### src/rtl/video_timing_gen.sv
// Raster timing generator with selectable test patterns. One pixel/line counter
// pair drives blanking, sync, DE and RGB, all registered with a single cycle of latency.
module video_timing_gen #(
  parameter int unsigned H_ACTIVE = 1920,
  parameter int unsigned H_FP     = 88,
  parameter int unsigned H_SYNC   = 44,
  parameter int unsigned H_BP     = 148,
  parameter int unsigned V_ACTIVE = 1080,
  parameter int unsigned V_FP     = 4,
  parameter int unsigned V_SYNC   = 5,
  parameter int unsigned V_BP     = 36,
  parameter bit          HS_POL   = 1'b1,
  parameter bit          VS_POL   = 1'b1
) (
  input  logic        clk_i,
  input  logic        rst_i,
  input  logic        cen_i,
  input  logic [1:0]  pat_sel_i,
  output logic [1:0]  vh_blank_o,
  output logic [2:0]  dvh_sync_o,
  output logic [23:0] vid_rgb_o,
  output logic [11:0] hcount_o,
  output logic [11:0] vcount_o,
  output logic        frame_start_o
);

  localparam int unsigned H_TOTAL = H_ACTIVE + H_FP + H_SYNC + H_BP;
  localparam int unsigned V_TOTAL = V_ACTIVE + V_FP + V_SYNC + V_BP;

  localparam logic [11:0] L_H_ACT   = 12'(H_ACTIVE);
  localparam logic [11:0] L_H_LAST  = 12'(H_TOTAL - 1);
  localparam logic [11:0] L_HS_BEG  = 12'(H_ACTIVE + H_FP);
  localparam logic [11:0] L_HS_END  = 12'(H_ACTIVE + H_FP + H_SYNC);
  localparam logic [11:0] L_V_ACT   = 12'(V_ACTIVE);
  localparam logic [11:0] L_V_LAST  = 12'(V_TOTAL - 1);
  localparam logic [11:0] L_VS_BEG  = 12'(V_ACTIVE + V_FP);
  localparam logic [11:0] L_VS_END  = 12'(V_ACTIVE + V_FP + V_SYNC);
  localparam logic [11:0] L_BAR_W   = 12'(H_ACTIVE / 8);

  logic [11:0] r_h;
  logic [11:0] r_v;
  logic [7:0]  r_fc;
  logic [1:0]  r_sel;

  logic        w_h_wrap;
  logic        w_v_wrap;
  logic        w_hb;
  logic        w_vb;
  logic        w_de;
  logic        w_hs;
  logic        w_vs;
  logic        w_fs;
  logic [1:0]  w_sel;
  logic [2:0]  w_bar;
  logic [23:0] w_rgb;

  assign w_h_wrap = (r_h == L_H_LAST);
  assign w_v_wrap = (r_v == L_V_LAST);
  assign w_hb     = (r_h >= L_H_ACT);
  assign w_vb     = (r_v >= L_V_ACT);
  assign w_de     = !w_hb && !w_vb;
  assign w_hs     = ((r_h >= L_HS_BEG) && (r_h < L_HS_END)) ? HS_POL : ~HS_POL;
  assign w_vs     = ((r_v >= L_VS_BEG) && (r_v < L_VS_END)) ? VS_POL : ~VS_POL;
  assign w_fs     = (r_h == 12'd0) && (r_v == 12'd0);
  // The new select already applies to pixel (0,0) of the frame that samples it.
  assign w_sel    = w_fs ? pat_sel_i : r_sel;
  assign w_bar    = 3'(r_h / L_BAR_W);

  always_comb begin
    w_rgb = 24'h000000;
    if (w_de) begin
      case (w_sel)
        2'd1: begin
          case (w_bar)
            3'd0:    w_rgb = 24'hFFFFFF;
            3'd1:    w_rgb = 24'hFFFF00;
            3'd2:    w_rgb = 24'h00FFFF;
            3'd3:    w_rgb = 24'h00FF00;
            3'd4:    w_rgb = 24'hFF00FF;
            3'd5:    w_rgb = 24'hFF0000;
            3'd6:    w_rgb = 24'h0000FF;
            default: w_rgb = 24'h000000;
          endcase
        end
        2'd2:    w_rgb = {r_h[10:3], r_v[9:2], r_fc};
        2'd3:    w_rgb = (r_h[6] ^ r_v[6]) ? 24'hFFFFFF : 24'h000000;
        default: w_rgb = 24'h000000;
      endcase
    end
  end

  always_ff @(posedge clk_i or posedge rst_i) begin
    if (rst_i) begin
      r_h           <= '0;
      r_v           <= '0;
      r_fc          <= '0;
      r_sel         <= '0;
      vh_blank_o    <= 2'b11;
      dvh_sync_o    <= {1'b0, ~VS_POL, ~HS_POL};
      vid_rgb_o     <= '0;
      hcount_o      <= '0;
      vcount_o      <= '0;
      frame_start_o <= 1'b0;
    end else if (cen_i) begin
      r_sel <= w_sel;
      if (w_h_wrap) begin
        r_h <= '0;
        if (w_v_wrap) begin
          r_v  <= '0;
          r_fc <= r_fc + 8'd1;
        end else begin
          r_v <= r_v + 12'd1;
        end
      end else begin
        r_h <= r_h + 12'd1;
      end
      vh_blank_o    <= {w_vb, w_hb};
      dvh_sync_o    <= {w_de, w_vs, w_hs};
      vid_rgb_o     <= w_rgb;
      hcount_o      <= r_h;
      vcount_o      <= r_v;
      frame_start_o <= w_fs;
    end
  end

endmodule

### config.mk
export PLATFORM = sky130hd
export DESIGN_NAME = video_timing_gen
export DESIGN_NICKNAME = d
export VERILOG_FILES = /design/src/rtl/video_timing_gen.sv
export SDC_FILE = /design/constraint.sdc
export NUM_CORES = 1
export LEC_CHECK = 0
export BUFFER_PORTS_ARGS = -buffer_cell sky130_fd_sc_hd__buf_2
export CORE_AREA = 2 2 108 110
export DETAILED_ROUTE_END_ITERATION = 8
export DIE_AREA = 0 0 110 112
export HOLD_SLACK_MARGIN = 0.15
export PLACE_DENSITY = 0.54
export SLEW_MARGIN = 30
export SYNTH_ARGS = -nofsm -noshare
export SYNTH_HDL_FRONTEND = slang
export SYNTH_SLANG_ARGS = --single-unit
### constraint.sdc
create_clock -name clk_i -period 3.1 [get_ports clk_i]
set_input_delay 0.31 -clock clk_i [delete_from_list [all_inputs] [get_ports clk_i]]
set_output_delay 0.31 -clock clk_i [all_outputs]
set_load 0.1 [all_outputs]
==> impl_metrics.csv, run 1 <==
group,metric,value,unit
synth,synth-seq-cells,88,
floorplanning,start_util,0.381,
clocking,cts_tree,"built",
pwr,power_density,598,mW/mm²
synth,syn_nets,398,
setup_path,path_max_fanout,16,
worst_hold_path,min_path_type,"input pin to flop",
finish,diodes,0,
timing,fin_crit,2.63,ns
synth,syn_avg_cell_area,11.0,µm²
timing,finalSetupViolations,0,
detailed_routing,antenna_left,0,
clocking,cts-root-buf,"clkbuf_16",
setup_path,start_kind,"flop",
synth,synth_top_cell_by_area,"dfrtp_1",
pwr,seqPwrFrac,0.456,
detailed_routing,wirelength,9670,µm
global_routing,grtUsageTotal,0.171,
detailed_routing,num_vias,3097,
global_routing,grt_pass1_vias,3047,
detailed_routing,drt-initial-drc-count,144,
place,place_area,0.00468,mm²
synth,async_flop_share,1.00,
floorplanning,dieWidth,110,µm
finish,final_cell_area,0.00497,mm²
synth,yosys_warnings,0,
pwr,p_int,1.93,mW
timing,drv_slew,0,
global_routing,grt_pass1_wl,16300,µm
synth,synth_edf_count,0,
setup_path,endpoint_kind,"flop",
timing,fin_ws,0.467,ns
synth,synth_area,0.00426,mm²
clocking,clock_path_buffers,2,
timing,worst_pin_slew,0.584,ns
detailed_routing,wl_per_cell,16.4,µm
place,dp_worst_setup_slack,0.481,ns
synth,synthFlopType,"dfrtp_1",
setup_path,arrival,2.91,ns
pwr,leakage,2.40,nW
global_routing,grt_antenna_before_repair,0,
detailed_routing,viasPerCell,5.27,
synth,synth_seq_area_share,0.518,
clocking,numCtsBuffers,9,
global_routing,overflow,0,
place,hpwl,6580,µm
outcome,run_status,"finished, final reports clean",
timing,tns,0,ns
timing,fin_crit_sh,0.849,
timing,relSlewSlack,0.610,
place,numPortBuffers,58,
detailed_routing,drt_first_pass_iters,4,
clocking,clk_latency,0.34,ns
detailed_routing,drc_errors,0,
floorplanning,die-area,0.0123,mm²
synth,synth_cell_types,55,
timing,fin_skew,0.00766,ns
floorplanning,io_pins,59,
setup_path,critPathRequiredTime,3.38,ns
finish,syn2layout_area_growth,16.8,%
synth,synth_commonest_cells,"dfrtp_1 (86), nand2_1 (36), mux2_2 (27)",
global_routing,grt_max_degree,89,
synth,synth.most_common_cell,"dfrtp_1",
floorplanning,die_y,112,µm
pwr,swShare,0.350,
clocking,cts.sinks,88,
floorplanning,core,0.0112,mm²
run,max_cap_viol_count,0,
pwr,finalPower,2.97,mW
place,gp_congestion,0.754,
synth,synth.area.top_cells,"dfrtp_1 (51%), mux2_2 (7.1%), a221o_1 (3.8%), xnor2_1 (3.3%), nand2_1 (3.2%)",
timing,rsz0062_at_grt,"false",
floorplanning,fp-row-count,39,
pwr,power_frac_clock,0.339,
clocking,htreeDepth,3,
setup_path,critPathKind,"flop to flop",
synth,syn_inst,388,
timing,report.final.hold_viol_count,0,
finish,nets,450,
clocking,path_clk_slew,0.06,ns
pwr,p_comb_frac,0.206,
pwr,vdd_drop_max,362,µV
timing,fmax,0.380,GHz
synth,synth.top_cell.area_share,0.506,
finish,drive_above_1_share,0.272,
pwr,p_sw,1.04,mW
[registers in the layout, indices dropped and copies added, names as in the netlist]
| signal | cells |
|---|---|
| vid_rgb_o | 24 |
| r_sel | 2 |
| frame_start_o | 1 |
| r_h | 12 |
| hcount_o | 12 |
| vcount_o | 12 |
| r_fc | 8 |
| vh_blank_o | 2 |
| r_v | 12 |
| dvh_sync_o | 3 |
[worst max-delay path, stage by stage, from the launching register on]
cell and delay, ns:
dfrtp_1 0.51, or4_4 0.60, nor4_4 0.45, nand4b_2 0.30, a21oi_4 0.48, a221o_1 0.23
[logic make-up after synthesis]
kind of cell | after synthesis | synth area share
buffers and inverters | 35 | 0.0332
flip-flops | 88 | 0.518
AO/OA/AOI/OAI | 84 | 0.150
XOR/XNOR | 29 | 0.0597
multiplexers | 27 | 0.0714
adder cells (fa/ha/maj) | 7 | 0.0194
AND/OR/NAND/NOR | 118 | 0.148
[area by class of cell]
type	instances	area [µm²]
Clock buffer	11	243
Clock inverter	5	32.5
Fill cell	1054	6200
Inverter	11	42.5
Multi-Input combinational cell	265	1910
Sequential cell	88	2200
Tap cell	143	179
Timing Repair Buffer	65	358
[cell usage in the layout, fill, tap and decap left out, types with 13 or more instances in the layout]
cell type / Yosys / routed
mux2_2: 27 / 27
nand3_1: 13 / 13
a221o_1: 16 / 16
o21ai_0: 16 / 16
buf_2: 2 / 58
nand2_1: 36 / 36
xor2_1: 13 / 13
xnor2_1: 16 / 16
dfrtp_1: 86 / 86
a21oi_1: 16 / 16
nor2_1: 21 / 21
[metal layers]
layer | vias to the layer above | global-route usage | share of wire
met4 | 0 | 0.0506 | 0.0056
met1 | 1508 | 0.254 | 0.48
li1 | 1520 | - | -
met2 | 65 | 0.251 | 0.47
met5 | - | 0 | 0
met3 | 4 | 0.0369 | 0.042
[stage by stage]
stage               utilization  instances  hold WS, ns
floorplan                     -        388        0.439
global placement          0.419        571        0.447
detailed placement        0.419        571        0.454
CTS                       0.445        588        0.302
global route              0.445        588        0.311
finish                    0.445        588        0.314
[power groups by stage]
stage	logic [mW]	registers [mW]	clock network [mW]
after floorplan	0.242	1.62	0
after global placement	0.613	1.37	0
after detailed placement	0.615	1.38	0
after CTS	0.617	1.36	1.05
after global routing	0.655	1.37	1.09
final	0.611	1.35	1.01
[final timing paths]
kind	startpoint	end	slack [ns]	depth (start not counted)
max	r_v[6]	vid_rgb_o[14]	0.47	5
min	pat_sel_i[0]	r_sel[0]	0.31	2
max reg2reg	r_v[6]	vid_rgb_o[14]	0.47	5
min reg2reg	r_fc[7]	r_fc[7]	0.47	1
max in group asynchronous	rst_i	vh_blank_o[1]	2.10	4
min in group asynchronous	rst_i	hcount_o[3]	0.63	4
[timing repair]
item	in CTS	in global routing
endpoints found under the setup margin	0	0
buffers inserted	0	0
hold endpoints to repair	86	0
gates resized for setup	0	0
hold buffers	1	0
Power figures use the tool's default switching activity.
==> inputs of run 2 (changes only) <==
clock period = 2.5 ns   (was 3.1 ns; I/O delays follow)
==> run 2 against run 1 <==
Net effect:
- non-clock buffer count grew 21
- worst hold slack lost 0.048 ns
- critical path depth rose by 3
- clock skew up 0.0026 ns
- flip-flop and latch count stayed put
- first-iteration DRC count down 19%
- combinational power up 42%
- worst setup slack got worse by 0.35 ns
- global-route usage down 0.32 points
- cell area increased by 5.1%
- core utilization increased by 2.3 points
- fmax up 11%
==> impl_metrics.csv, run 2 (synthesis gave the netlist of run 1 again) <==
group,metric,value,unit
outcome,run_status,"finished, final reports clean",
setup_path,arrival,2.65,ns
clocking,cts-root-buf,"clkbuf_16",
clocking,clock_path_buffers,2,
floorplanning,dieWidth,110,µm
setup_path,path_max_fanout,8,
pwr,p_int,2.65,mW
timing,finalSetupViolations,0,
finish,top_register,"vid_rgb_o",
pwr,vdd_drop_max,387,µV
timing,fmax,0.420,GHz
pwr,power_density,760,mW/mm²
timing,timing.hold.ws,0.266,ns
timing,relSlewSlack,0.514,
pwr,power_frac_clock,0.373,
clocking,htreeDepth,3,
pwr,seqPwrFrac,0.408,
finish,multi_input_area,0.00195,mm²
pwr,leakage,2.57,nW
timing,rsz0062_at_grt,"false",
setup_path,reg2reg_from,"r_v[0]",
clocking,cts.sinks,88,
finish,nets,471,
floorplanning,die-area,0.0123,mm²
run,max_cap_viol_count,0,
setup_path,critPathRequiredTime,2.77,ns
timing,fin_crit_sh,0.951,
pwr,p_sw,1.32,mW
detailed_routing,antenna_left,0,
timing,report.final.hold_viol_count,0,
setup_path,reg2reg_to,"vid_rgb_o[22]",
detailed_routing,drc_errors,0,
clocking,numCtsBuffers,9,
global_routing,grt_pass1_wl,16000,µm
detailed_routing,wl_per_cell,16.0,µm
clocking,clk_latency,0.34,ns
global_routing,grt_pass1_vias,3105,
timing,worst_pin_slew,0.728,ns
finish,final_common_cell,"dfrtp_1",
place,gp_congestion,0.771,
finish,largest_reg_flops,24,
finish,final_cell_mix,"dfrtp_1 (86), buf_2 (58), nand2_1 (36)",
place,hpwl,6990,µm
detailed_routing,drt_first_pass_iters,4,
pwr,swShare,0.333,
worst_hold_path,holdPathEnd,"r_sel[0]",
floorplanning,die_y,112,µm
finish,seq_area,0.00220,mm²
worst_hold_path,min_path_type,"input pin to flop",
timing,fin_crit,2.38,ns
pwr,finalPower,3.97,mW
floorplanning,core,0.0112,mm²
global_routing,overflow,0,
place,numPortBuffers,58,
detailed_routing,num_vias,3171,
worst_hold_path,min_path_cells,2,
finish,utilization,0.468,
worst_hold_path,min_from,"pat_sel_i[0]",
setup_path,critPathKind,"flop to flop",
detailed_routing,wirelength,9770,µm
pwr,p_comb_frac,0.219,
global_routing,grtUsageTotal,0.168,
place,place_area,0.00481,mm²
setup_path,endpoint_kind,"flop",
setup_path,reg2reg_slack,0.12,ns
detailed_routing,viasPerCell,5.21,
detailed_routing,drt-initial-drc-count,116,
timing,tns,0,ns
floorplanning,fp-row-count,39,
floorplanning,io_pins,59,
setup_path,start_kind,"flop",
finish,drive_above_1_share,0.311,
finish,diodes,0,
finish,final_cell_area,0.00523,mm²
timing,fin_skew,0.0103,ns
setup_path,rr_worst_depth,8,
floorplanning,start_util,0.381,
global_routing,grt_max_degree,39,
clocking,cts_tree,"built",
timing,drv_slew,0,
clocking,path_clk_slew,0.07,ns
finish,fill_cells,1046,
global_routing,grt_antenna_before_repair,0,
finish,syn2layout_area_growth,22.8,%
run 2: cell count changes in the layout (fill, tap and decap cells not counted), sizes merged:
cell | previous run | this run
buf | 64 | 85
bufinv | 0 | 2
clkbuf | 11 | 10
clkinvlp | 3 | 1
inv | 9 | 10
run 2: worst max-delay path: stages, from the launching register on:
cell and delay, ns:
dfrtp_1 0.41, inv_1 0.11, ha_1 0.16, or3b_4 0.40, nor4_4 0.29, buf_6 0.17
nand4b_4 0.14, a221oi_4 0.46, a221o_1 0.17
run 2: power by group through the flow:
stage               registers (mW)  clock network (mW)  logic, mW
finish                        1.62                1.48      0.870
global route                  1.63                1.58      0.933
CTS                           1.62                1.51      0.870
detailed placement            1.65                   0      0.868
global placement              1.64                   0      0.861
floorplan                     2.01                   0      0.300
run 2: final cells by class:
class,instances,area share
timing repair buffer,86,0.0994
sequential,88,0.422
inverter,11,0.00862
clock buffer,10,0.0457
clock inverter,6,0.0175
tap,143,0.0342
multi-input combinational,265,0.373
run 2: what timing repair did:
item | 4_1_cts | 5_1_grt
hold endpoints to repair | 30 | 0
buffers inserted | 2 | 2
setup endpoints to repair | 16 | 24
hold buffers | 1 | 0
gates resized for setup | 0 | 7
pin swaps | 1 | 3
run 2: layer usage:
| layer | vias to the layer above | share of wire | track usage |
|---|---|---|---|
| li1 | 1566 | - | - |
| met1 | 1536 | 0.48 | 0.232 |
| met2 | 59 | 0.47 | 0.259 |
| met3 | 10 | 0.037 | 0.0381 |
| met4 | 0 | 0.015 | 0.0582 |
| met5 | - | 0 | 0 |
run 2: how the worst max path moves through the flow:
stage               slack, ns  cells after the start   start             to
floorplan                0.25                      8  r_v[0]  vid_rgb_o[10]
global placement       -0.006                      7  r_v[0]  vid_rgb_o[19]
detailed placement      -0.10                      7  r_v[0]  vid_rgb_o[23]
CTS                      0.01                      8  r_v[0]  vid_rgb_o[23]
global route             0.01                      8  r_v[0]  vid_rgb_o[22]
finish                   0.12                      8  r_v[0]  vid_rgb_o[22]
run 2: per-stage QoR:
stage               setup slack, ns  instances
finish                        0.121        609
global route                 0.0109        609
detailed placement           -0.101        588
CTS                          0.0111        607
global placement           -0.00628        588
floorplan                     0.246        388
